`src/rtl/omsp_spm_cmd_seq.sv`:
```
// Protect/unprotect command sequencer for the SPM control array.
// Pulses update/enable, checks for violations, and streams the module key as 16-bit words.
module omsp_spm_cmd_seq #(
    parameter int KEY_WORDS = 8,
    parameter int TIMEOUT   = 255
) (
    input  logic        mclk,
    input  logic        puc_rst_n,
    input  logic        req_valid,
    input  logic        req_op,
    output logic        req_ready,
    input  logic        key_valid,
    input  logic [15:0] key_word,
    output logic        key_ready,
    input  logic        violation,
    output logic        update_spm,
    output logic        enable_spm,
    output logic        write_key,
    output logic [15:0] key_in,
    output logic        busy,
    output logic        done,
    output logic [1:0]  status
);

    localparam int CNT_W = $clog2(KEY_WORDS) + 1;

    // Terminal values are compared before the increment so the exit decision is made
    // in the same cycle that the final word or idle cycle occurs.
    localparam logic [CNT_W-1:0] LAST_WORD = CNT_W'(KEY_WORDS - 1);
    localparam logic [7:0]       TMO_LAST  = 8'(TIMEOUT - 1);

    localparam logic [1:0] ST_OK      = 2'b00;
    localparam logic [1:0] ST_VIOL    = 2'b01;
    localparam logic [1:0] ST_TIMEOUT = 2'b10;

    typedef enum logic [2:0] {
        S_IDLE,
        S_UPDATE,
        S_CHECK,
        S_KEY,
        S_DONE
    } state_t;

    state_t           state;
    logic             op;
    logic             viol;
    logic [CNT_W-1:0] word_cnt;
    logic [7:0]       tmo_cnt;

    assign req_ready = (state == S_IDLE);
    assign key_ready = (state == S_KEY);
    assign busy      = (state != S_IDLE);

    always_ff @(posedge mclk or negedge puc_rst_n) begin
        if (!puc_rst_n) begin
            state      <= S_IDLE;
            op         <= 1'b0;
            viol       <= 1'b0;
            word_cnt   <= '0;
            tmo_cnt    <= '0;
            update_spm <= 1'b0;
            enable_spm <= 1'b0;
            write_key  <= 1'b0;
            key_in     <= '0;
            done       <= 1'b0;
            status     <= ST_OK;
        end else begin
            // NOTE: non-blocking defaults make every strobe a one-cycle pulse; a branch
            // below that sets one to 1 overrides this default for that single edge.
            update_spm <= 1'b0;
            enable_spm <= 1'b0;
            write_key  <= 1'b0;
            done       <= 1'b0;

            case (state)
                S_IDLE: begin
                    if (req_valid) begin
                        op         <= req_op;
                        word_cnt   <= '0;
                        tmo_cnt    <= '0;
                        update_spm <= 1'b1;
                        enable_spm <= req_op;
                        state      <= S_UPDATE;
                    end
                end

                S_UPDATE: begin
                    viol  <= violation;
                    state <= S_CHECK;
                end

                S_CHECK: begin
                    if (viol || violation) begin
                        viol   <= 1'b1;
                        status <= ST_VIOL;
                        done   <= 1'b1;
                        state  <= S_DONE;
                    end else if (!op) begin
                        status <= ST_OK;
                        done   <= 1'b1;
                        state  <= S_DONE;
                    end else begin
                        state <= S_KEY;
                    end
                end

                S_KEY: begin
                    if (key_valid) begin
                        write_key <= 1'b1;
                        key_in    <= key_word;
                        word_cnt  <= word_cnt + 1'b1;
                        tmo_cnt   <= '0;
                        if (word_cnt == LAST_WORD) begin
                            status <= ST_OK;
                            done   <= 1'b1;
                            state  <= S_DONE;
                        end
                    end else begin
                        tmo_cnt <= tmo_cnt + 1'b1;
                        // No teardown on timeout: the module stays partially keyed.
                        if (tmo_cnt == TMO_LAST) begin
                            status <= ST_TIMEOUT;
                            done   <= 1'b1;
                            state  <= S_DONE;
                        end
                    end
                end

                S_DONE: begin
                    state <= S_IDLE;
                end

                default: begin
                    state <= S_IDLE;
                end
            endcase
        end
    end

endmodule
```
`config.mk`:
```
export PLATFORM = sky130hd
export DESIGN_NAME = omsp_spm_cmd_seq
export DESIGN_NICKNAME = d
export VERILOG_FILES = /design/src/rtl/omsp_spm_cmd_seq.sv
export SDC_FILE = /design/constraint.sdc
export NUM_CORES = 1
export LEC_CHECK = 0
export CAP_MARGIN = 20
export CORE_MARGIN = 2
export CORE_UTILIZATION = 40
export CTS_BUF_LIST = sky130_fd_sc_hd__clkbuf_8
export CTS_CLUSTER_SIZE = 14
export DETAILED_ROUTE_END_ITERATION = 12
export PLACE_DENSITY_LB_ADDON = 0.05
export SLEW_MARGIN = 15
export SYNTH_ARGS = -nofsm -noshare
export SYNTH_HDL_FRONTEND = slang
export SYNTH_SLANG_ARGS = --single-unit
```
`constraint.sdc`:
```
create_clock -name mclk -period 1.8 [get_ports mclk]
set_input_delay 0.18 -clock mclk [delete_from_list [all_inputs] [get_ports mclk]]
set_output_delay 0.18 -clock mclk [all_outputs]
set_load 0.005 [all_outputs]
```
Word-level counts from Yosys, hierarchy flattened

Cells that the tools add are included.

Output and inout bits: 25
Input port bits: 22
Bits in registers: 39
Word-level logic and storage cells: 70

Equal/unequal tests: 11
Add/subtract/negate cells: 2
Reductions and logical operators: 13
Mux-type cells: 33

Operators with widths:

| cell                | number |
|---|---|
| $mux 3              | 6 |
| $mux 8              | 2 |
| $pmux 8 s2          | 1 |
| $mux 1              | 12 |
| $pmux 3 s4          | 1 |
| $mux 2              | 5 |
| $add 8x1->8 const B | 1 |
| $eq 8x8->1 const B  | 1 |
| $mux 4              | 2 |
| $pmux 4 s2          | 1 |
| $reduce_and 2->1    | 4 |
| $eq 3x2->1 const B  | 2 |
| $ne 2x2->1 const B  | 3 |
| $ne 3x2->1 const B  | 2 |
| $reduce_and 3->1    | 2 |
| $reduce_bool 2->1   | 3 |
| $add 4x1->4 const B | 1 |
| $eq 4x3->1 const B  | 1 |
| $pmux 1 s2          | 2 |
| $pmux 2 s2          | 1 |
| $reduce_and 4->1    | 1 |
| $eq 3x1->1 const B  | 1 |
| $logic_not 3->1     | 1 |
| $ne 3x3->1 const B  | 1 |
| 2 further kinds     | 2 |

Logic depth before layout (Yosys ltp)

Gate-level depths: netlist (run 1).

Depth in word-level cells: 4
Mapped depth: 7
Mapped depth without buffers: 6

Least setup slack after synthesis (run 1)

OpenSTA, ideal clock, no wires.

Kind: register to register
Start point: register state[2]
End point: register op
Data arrival time: 1.258 ns
Buffers on the path: 1
Path slack: 0.417 ns
Setup time: 0.125 ns
Period minus slack after synthesis: 1.383 ns
Cell stages (with the launch flop): 4
Data required time: 1.675 ns
Cell sequence: dfrtp_1 > buf_6 > nor4b_4 > mux2_4

Cells in the longest elaborated chain, start to end: 2

RTL lines:

| what                              | line | RTL |
|---|---|---|
| from (decl)                       | 44   | `state_t state;` |
| from (signal assigned)            | 56   | `state <= S_IDLE;` |
| from (signal assigned)            | 83   | `state <= S_UPDATE;` |
| from (signal assigned)            | 89   | `state <= S_CHECK;` |
| $logic_not 3->1                   | 75   | `case (state)` |
| $reduce_and 2->1 (no source line) | n/a  |  |
| to (signal assigned)              | 78   | `op <= req_op;` |
| to (decl)                         | 45   | `logic op;` |

No other way between the ends.
A chain may end at the register's enable or synchronous reset.

Worst setup path after layout (run 1)

Start point: register state[2]
End point: output port key_ready

Cells in the longest elaborated chain, start to end: 1

RTL lines:

| what       | line | RTL |
|---|---|---|
| $eq 3x2->1 | 51   | `assign key_ready = (state == S_KEY);` |
| to (decl)  | 14   | `output logic key_ready,` |

No other way between the ends.

==> impl_metrics.csv, run 1 <==
group,metric,value,unit
cts,htreeDepth,2,
timing,worst_slew_pin_slew,0.533,ns
global_route,grt_max_degree,40,
synthesis,synthTopCellsByArea,"dfrtp_1 (56%), nand2_1 (13%), o21ai_1 (3.1%), ha_1 (2.1%), nor2_1 (1.9%)",
power_and_ir_drop,p_leak,0.00117,uW
final_layout,area_growth,36.7,%
die,die_y,70.3,um
timing,rsz0062_at_grt,"no",
synthesis,synth_top_family_by_area,"simple AND/OR/NAND/NOR gates",
cts,path_clk_slew,0.07,ns
routing,first_pass_iters,4,
final_layout,final_util,0.560,
global_route,track_usage,0.176,
cts,cts_max_path_buffers,2,
global_route,gr-total-overflow,0,
timing,finalSetupTns,0,ns
final_layout,finish.instance_area,0.00240,mm2
routing,antenna_left,0,
setup_path,start_kind,"flop",
synthesis,synth_top_area_frac,0.555,
die,rows,24,
synthesis,synth-seq-cells,39,
synthesis,synth_fa_ha_area_frac,0.0214,
routing,vias,1469,
final_layout,fillerInstances,383,
synthesis,synth-xor-area-share,0.0149,
final_layout,num_antenna_cells,0,
cts,worstSkewPairLatency,0.29,ns
hold_path,hold_class,"input pin to flop",
timing,slew_headroom,0.643,
setup_path,critical_path_depth,2,
setup_path,crit_path_top_delay_cell,"clkdlybuf4s50_1",
setup_path,cp_top_family,"buffers and inverters",
hold_path,whs_path_depth,3,
timing,max_freq,577,MHz
cts,cts_tree,"done",
setup_path,timing.rr.start,"state[2]$_DFFE_PN0P_",
timing,slew_viol_final,0,
die,die_x,70.3,um
setup_path,cp.arrival,1.55,ns
synthesis,syn_area,0.00176,mm2
routing,drc,0,
synthesis,synth_area_leader_cell,"dfrtp_1",
synthesis,syn_nets,202,
die,initial_core_util,0.409,
synthesis,yosys_warnings,0,
timing,setup_violations,0,
setup_path,r2r_end,"tmo_cnt[6]$_DFFE_PN0P_",
global_route,grt_pass1_vias,1539,
hold_path,holdPathEnd,"key_in[8]$_DFFE_PN0P_",
synthesis,synth_mux_area_frac,0.00854,
placement,placement.io_buffers,46,
global_route,antenna_found_initial,0,
synthesis,synth-seq-area-share,0.555,
power_and_ir_drop,vdd_drop_max,0.562,mV
placement,gp_congestion,0.773,
die,io_pins,47,
routing,drt_iter0_markers,109,
synthesis,syn_avg_cell_area,9.93,um2
synthesis,synth_compound_area_frac,0.0904,
routing,drt-vias-per-instance,5.12,
synthesis,ys_types,36,
setup_path,critical_path_class,"flop to primary output",
timing,fin_skew,0.00386,ns
cts,cts_buffers,5,
setup_path,path_cells,"and3b_2 -> clkdlybuf4s50_1",
job,maxCapViolCount,0,
setup_path,path_max_fanout,8,
cts,cts.sinks,39,
cts,root_buffer,"clkbuf_8",
setup_path,endpoint_kind,"primary output",
hold_path,worstHoldStart,"key_word[8]",
setup_path,crit_buf_inv,1,
synthesis,syn_inst,177,
routing,routedWlPerCell,13.4,um
final_layout,regArea,980,um2
final_layout,multiInputGateArea,712,um2
placement,dp_hpwl,2670,um
synthesis,synth_simple_gate_area_share,0.266,
outcome,status,"completed",
setup_path,slowest_delay,0.51,ns
power_and_ir_drop,power_density,1350,mW/mm2
timing,hold_viol,0,
setup_path,worstRegToRegCells,5,
setup_path,ff2ff_setup_slack,0.19,ns
die,die_area,0.00494,mm2
final_layout,layout.nets,261,
timing,final.period_utilization,0.963,
timing,period_minus_slack,1.73,ns
setup_path,worst_ep_required_time,1.62,ns
die,coreArea,0.00429,mm2
final_layout,drive_gt1_frac,0.140,
global_route,grt_pass1_wl,6840,um
routing,drt-total-wl,3850,um
placement,placed_area,0.00226,mm2
## per-stage QoR
stage / hold slack (ns) / setup slack (ns) / instances / power [uW]
4_1_cts: 0.414 / -0.00367 / 280 / 3160
2_1_floorplan: -0.116 / 0.417 / 177 / 1990
3_3_place_gp: 0.258 / 0.224 / 273 / 2590
3_5_place_dp: 0.270 / 0.178 / 273 / 2620
6_report: 0.418 / 0.0659 / 287 / 3250
5_1_grt: 0.423 / 0.00210 / 287 / 3510
## worst max path at each step
stage | start | end
3_3_place_gp | state[1]$_DFFE_PN0P_ | key_ready
5_1_grt | state[2]$_DFFE_PN0P_ | key_ready
3_5_place_dp | key_valid | status[1]$_DFFE_PN0P_
2_1_floorplan | state[2]$_DFFE_PN0P_ | op$_DFFE_PN0P_
6_report | state[2]$_DFFE_PN0P_ | key_ready
4_1_cts | state[2]$_DFFE_PN0P_ | busy
## what timing repair did
item                                   in CTS  in global routing
endpoints found under the hold margin      39                  0
resized for setup                           3                  2
hold buffers                                1                  0
setup endpoints to repair                   3                  3
setup buffers                               0                  7
pin swaps                                   0                  0
## cells in the final DEF (no fill, tap or decap), types with 2 or more instances in the layout
master           instances
dfrtp_1                 36
nand2_1                 59
nor3_2                   3
dfrtp_2                  3
a21oi_1                  4
buf_4                   12
ha_1                     3
nor2_1                   9
o21ai_1                 11
nand3_1                  2
xor2_1                   3
o21ai_0                  6
clkdlybuf4s50_1         45
nand4_1                  4
inv_1                    5
clkbuf_8                 5
a31oi_1                  3
nand3b_1                 2
and3_1                   2
## cells by family after synthesis
family | Yosys count
DFF | 39
and+or+nand+nor | 91
xor gates and xnor gates | 3
adders and majority gates | 3
buffers and inverters | 12
AOI/OAI and AO/OA | 28
muxes | 1
## Yosys cell counts, drive strengths merged
library cell	number
nand2b	1
mux2	1
nand2	59
and3	2
o211a	1
nor2	10
nand3b	2
o21ai	17
a31oi	3
nand3	2
nor4b	1
ha	3
and4	1
nand4	4
nor3	3
and4bb	1
a21oi	5
clkbuf	1
xor2	3
nand4b	1
nand4bb	1
buf	6
and3b	1
dfrtp	39
inv	5
a21o	1
o2bb2ai	1
or3b	1
and2	1
## routing by layer
metal  share of wire  track usage
met1            0.45        0.220
met2            0.49        0.295
met3           0.041       0.0375
met4           0.018       0.0705
met5               0            0
## report_power, final
| group | internal [uW] | switching (uW) |
|---|---|---|
| Clock | 252 | 274 |
| Combinational | 796 | 568 |
| Sequential | 1160 | 199 |
## tightest hold or removal path, cell delays in order
cell             delay, ns
clkdlybuf4s50_1       0.39
nand2_1               0.05
nand2_1               0.04
## registers in the layout, summed over array words and instances (netlist names)
register	count
status	2
viol	1
tmo_cnt	8
enable_spm	1
op	1
done	1
state	3
update_spm	1
word_cnt	4
write_key	1
key_in	16
## layout make-up
| class | count | share of cell area |
|---|---|---|
| Inverter | 5 | 0.00781 |
| Clock inverter | 1 | 0.00156 |
| Tap cell | 52 | 0.0271 |
| Timing Repair Buffer | 59 | 0.231 |
| Sequential cell | 39 | 0.408 |
| Multi-Input combinational cell | 126 | 0.296 |
| Clock buffer | 5 | 0.0286 |
Note: power is estimated with default switching activity, not from simulation.
==> run 2: changes to the inputs <==
Settings changed: CELL_PAD_IN_SITES_DETAIL_PLACEMENT set to 0, CELL_PAD_IN_SITES_GLOBAL_PLACEMENT set to 1, CORE_UTILIZATION 40 to 35.
==> impl_metrics.csv, run 2 (synthesized netlist as in run 1, its figures left out) <==
group,metric,value,unit
timing,period_minus_slack,1.74,ns
setup_path,endpoint_kind,"primary output",
power_and_ir_drop,netSwitchingPower,1050,uW
final_layout,largest_register_ffs,16,
cts,cts.sinks,39,
placement,gp_congestion,0.701,
routing,routedWlPerCell,12.6,um
timing,final.period_utilization,0.966,
routing,drt_iter0_markers,88,
timing,slew_headroom,0.668,
final_layout,area_growth,38.9,%
routing,drc,0,
global_route,antenna_found_initial,0,
placement,dp_hpwl,2790,um
final_layout,layout.nets,260,
cts,root_buffer,"clkbuf_8",
power_and_ir_drop,power_density,1360,mW/mm2
power_and_ir_drop,p_comb_frac,0.402,
timing,hold_slack,0.409,ns
power_and_ir_drop,share_seq_of_total_power,0.409,
global_route,grt_pass1_vias,1370,
job,maxCapViolCount,0,
global_route,track_usage,0.148,
hold_path,hold_class,"input pin to flop",
die,die_y,74.9,um
timing,slew_viol_final,0,
final_layout,drive_gt1_frac,0.144,
cts,path_clk_slew,0.07,ns
power_and_ir_drop,clockPowerShare,0.189,
die,coreArea,0.00479,mm2
setup_path,start_kind,"flop",
setup_path,worst_ep_required_time,1.62,ns
setup_path,path_max_fanout,7,
final_layout,regMostFlops,"key_in",
global_route,grt_pass1_wl,6280,um
routing,antenna_left,0,
final_layout,num_antenna_cells,0,
routing,vias,1410,
timing,setup_violations,0,
timing,final.setup.worst_slack,0.0619,ns
routing,drt-vias-per-instance,4.65,
cts,worstSkewPairLatency,0.28,ns
power_and_ir_drop,internal_power,2280,uW
power_and_ir_drop,vdd_drop_max,0.882,mV
final_layout,layout.cells.non_filler,303,
timing,rsz0062_at_grt,"no",
placement,placement.io_buffers,46,
timing,worst_slew_pin_slew,0.496,ns
global_route,grt_max_degree,40,
routing,first_pass_iters,2,
die,initial_core_util,0.367,
cts,cts_tree,"done",
outcome,status,"completed",
final_layout,layout_commonest_cell,"nand2_1",
timing,hold_viol,0,
timing,max_freq,575,MHz
placement,dp.cells,288,
global_route,gr-total-overflow,0,
cts,htreeDepth,2,
cts,cts_buffers,5,
die,rows,25,
die,die_x,74.9,um
setup_path,cp.arrival,1.56,ns
power_and_ir_drop,p_leak,0.00118,uW
die,io_pins,47,
cts,cts_max_path_buffers,2,
timing,fin_skew,0.00649,ns
die,die_area,0.00561,mm2
routing,drt-total-wl,3830,um
placement,pre_cts_ws,0.200,ns
power_and_ir_drop,switching_share,0.314,
final_layout,final_cell_mix,"nand2_1 (59), clkdlybuf4s50_1 (45), dfrtp_1 (36), o21ai_1 (11), buf_4 (11)",
final_layout,reg_top3,"key_in (16), tmo_cnt (8), word_cnt (4)",
setup_path,critical_path_class,"flop to primary output",
## run 2: changes by cell type in the layout (fill, tap and decap cells not counted), sizes merged
cell    previous run  this run
buf               13        12
clkbuf             5         7
## run 2: timing repair
action	CTS	global route
hold buffers	1	0
endpoints found under the setup margin	3	3
resized for setup	4	1
setup buffers	0	6
endpoints found under the hold margin	39	0
## run 2: metal layers
| metal | up-vias | global-route usage | part of all wire |
|---|---|---|---|
| li1 | 705 | - | - |
| met1 | 673 | 0.186 | 0.44 |
| met2 | 25 | 0.253 | 0.51 |
| met3 | 7 | 0.0335 | 0.037 |
| met4 | 0 | 0.0476 | 0.012 |
| met5 | - | 0 | 0 |
## run 2: area by class of cell
class	instances	area (um2)
Fill cell	450	2340
Sequential cell	39	980
Multi-Input combinational cell	126	712
Timing Repair Buffer	58	548
Clock buffer	7	96.3
Tap cell	67	83.8
Inverter	5	18.8
Clock inverter	1	3.75
## run 2: worst paths after layout
check / startpoint / end / slack [ns] / cells past startpoint
setup / recovery: state[2]$_DFFE_PN0P_ / key_ready / 0.06 / 2
hold / removal: key_word[5] / key_in[5]$_DFFE_PN0P_ / 0.41 / 3
setup reg to reg: state[2]$_DFFE_PN0P_ / tmo_cnt[5]$_DFFE_PN0P_ / 0.22 / 5
hold reg to reg: key_in[3]$_DFFE_PN0P_ / key_in[3]$_DFFE_PN0P_ / 0.48 / 2
max in group asynchronous: puc_rst_n / state[0]$_DFFE_PN0P_ / 0.96 / 3
min in group asynchronous: puc_rst_n / key_in[5]$_DFFE_PN0P_ / 0.47 / 3
## run 2: through the flow
step | area [um2] | setup TNS (ns) | total power [uW] | utilization
2_1_floorplan | 1760 | 0 | 1990 | -
6_report | 2440 | 0 | 3330 | 0.510
5_1_grt | 2440 | 0 | 3580 | 0.510
3_5_place_dp | 2280 | 0 | 2630 | 0.476
4_1_cts | 2390 | -0.0196 | 3280 | 0.500
3_3_place_gp | 2280 | 0 | 2590 | 0.476
## run 2: worst max-delay path, cell delays in order (launching register included)
cell and delay (ns):
dfrtp_2 0.45, and3b_2 0.31, clkdlybuf4s50_1 0.51
## run 2: power groups by stage
stage	logic (uW)	clock network, uW	registers [uW]
2_1_floorplan	667	0	1320
3_5_place_dp	1220	0	1400
4_1_cts	1230	653	1400
5_1_grt	1490	687	1400
3_3_place_gp	1200	0	1390
6_report	1340	629	1360
==> run 3: changes to the inputs <==
Settings changed: CORE_UTILIZATION 35 to 37.
==> impl_metrics.csv, run 3 (synthesized netlist as in run 1, its figures left out) <==
group,metric,value,unit
timing,period_minus_slack,1.73,ns
timing,worst_slew_pin_slew,0.499,ns
setup_path,critical_path_class,"flop to primary output",
routing,vias,1425,
timing,hold_viol,0,
routing,drt-vias-per-instance,4.91,
routing,antenna_left,0,
routing,wl_met3,158,um
placement,gp_congestion,0.722,
power_and_ir_drop,finalPower,3550,uW
cts,cts_tree,"done",
die,initial_core_util,0.377,
placement,placement.io_buffers,46,
final_layout,largest_register_ffs,16,
timing,setup_violations,0,
die,die_x,72.9,um
final_layout,regMostFlops,"key_in",
hold_path,whs_path_depth,3,
power_and_ir_drop,clockPowerShare,0.239,
setup_path,start_kind,"flop",
routing,drc,0,
power_and_ir_drop,internal_power,2490,uW
global_route,grt_pass1_wl,6420,um
setup_path,cp.arrival,1.55,ns
die,coreArea,0.00466,mm2
global_route,gr-total-overflow,0,
timing,hold_slack,0.415,ns
global_route,antenna_found_initial,0,
final_layout,reg_top3,"key_in (16), tmo_cnt (8), word_cnt (4)",
final_layout,final_util,0.528,
cts,htreeDepth,2,
final_layout,drive_gt1_frac,0.144,
hold_path,hold_class,"input pin to flop",
power_and_ir_drop,share_seq_of_total_power,0.384,
die,rows,25,
routing,wl_met2,2000,um
setup_path,critical_path_depth,2,
die,die_y,72.9,um
placement,dp_hpwl,2840,um
final_layout,final_cell_mix,"nand2_1 (59), clkdlybuf4s50_1 (45), dfrtp_1 (36), o21ai_1 (11), buf_4 (11)",
routing,first_pass_iters,4,
power_and_ir_drop,netSwitchingPower,1070,uW
timing,fin_skew,0.00605,ns
cts,cts_max_path_buffers,2,
power_and_ir_drop,p_leak,0.00119,uW
timing,rsz0062_at_grt,"no",
setup_path,worstRegToRegCells,5,
routing,drt-total-wl,3980,um
timing,slew_headroom,0.667,
final_layout,layout.nets,260,
setup_path,worst_ep_required_time,1.62,ns
timing,final.period_utilization,0.961,
routing,top_layer_used,"met4",
cts,worstSkewPairLatency,0.29,ns
setup_path,crit_path_top_delay_cell,"clkdlybuf4s50_1",
outcome,status,"completed",
global_route,grt_max_degree,40,
die,die_area,0.00532,mm2
global_route,grt_pass1_vias,1351,
timing,slew_viol_final,0,
power_and_ir_drop,p_comb_frac,0.378,
setup_path,crit_buf_inv,1,
power_and_ir_drop,power_density,1450,mW/mm2
routing,drt_iter0_markers,83,
setup_path,endpoint_kind,"primary output",
setup_path,cp_top_family,"buffers and inverters",
cts,cts_buffers,5,
cts,root_buffer,"clkbuf_8",
power_and_ir_drop,vdd_drop_max,0.876,mV
job,maxCapViolCount,0,
power_and_ir_drop,switching_share,0.300,
final_layout,layout_commonest_cell,"nand2_1",
final_layout,area_growth,39.9,%
cts,path_clk_slew,0.07,ns
cts,cts.sinks,39,
final_layout,num_antenna_cells,0,
timing,max_freq,578,MHz
setup_path,path_max_fanout,5,
setup_path,slowest_delay,0.52,ns
global_route,track_usage,0.160,
routing,routedWlPerCell,13.7,um
die,io_pins,47,
routing,drt-met1-wl,1770,um
setup_path,path_cells,"and3b_2 -> clkdlybuf4s50_1",
timing,finalSetupTns,0,ns
==> run 3: layout make-up <==
type | count | area (um2)
clock buffer | 5 | 68.8
clock inverter | 3 | 63.8
fill | 430 | 2200
inverter | 5 | 18.8
multi-input combinational | 126 | 712
sequential | 39 | 980
tap | 54 | 67.6
timing repair buffer | 58 | 548
==> run 3: path summary, 6_finish.rpt <==
| check | startpoint | endpoint | slack, ns |
|---|---|---|---|
| min reg2reg | key_in[4]$_DFFE_PN0P_ | key_in[4]$_DFFE_PN0P_ | 0.47 |
| max in group asynchronous | puc_rst_n | state[2]$_DFFE_PN0P_ | 0.95 |
| max | state[2]$_DFFE_PN0P_ | key_ready | 0.07 |
| min | key_word[4] | key_in[4]$_DFFE_PN0P_ | 0.41 |
| max reg2reg | state[2]$_DFFE_PN0P_ | status[1]$_DFFE_PN0P_ | 0.26 |
| min in group asynchronous | puc_rst_n | key_in[4]$_DFFE_PN0P_ | 0.47 |
==> run 3: what timing repair did <==
| action | in CTS | in global routing |
|---|---|---|
| gates cloned | 0 | 0 |
| setup buffers | 0 | 5 |
| resized for setup | 5 | 0 |
| endpoints found under the setup margin | 3 | 1 |
| pin swaps | 0 | 0 |
| hold buffers | 1 | 0 |
| hold endpoints to repair | 39 | 0 |
==> run 3: power by group through the flow <==
stage               Combinational, uW  Clock [uW]  Sequential (uW)
floorplan                         667           0             1320
global placement                 1220           0             1390
detailed placement               1240           0             1410
CTS                              1260         877             1400
global route                     1470         919             1400
finish                           1340         848             1360
==> run 3: routing by layer <==
| layer | up-vias | global-route usage |
|---|---|---|
| met5 | - | 0 |
| met4 | 0 | 0.0494 |
| li1 | 702 | - |
| met1 | 686 | 0.198 |
| met3 | 6 | 0.0470 |
| met2 | 31 | 0.269 |
==> run 3: worst register-to-register path, delay by kind of cell, from the launching register on <==
kind,cells,cell delay (ns)
AOI/OAI and AO/OA,2,0.33
buffers and inverters,1,0.16
DFF,1,0.45
and+or+nand+nor,2,0.50
==> run 3: stage by stage <==
| step | setup WS (ns) | area, um2 | instances |
|---|---|---|---|
| floorplan | 0.417 | 1760 | 177 |
| global placement | 0.242 | 2270 | 276 |
| detailed placement | 0.214 | 2270 | 276 |
| CTS | 0.0184 | 2420 | 285 |
| global route | 0.0326 | 2460 | 290 |
| finish | 0.0703 | 2460 | 290 |
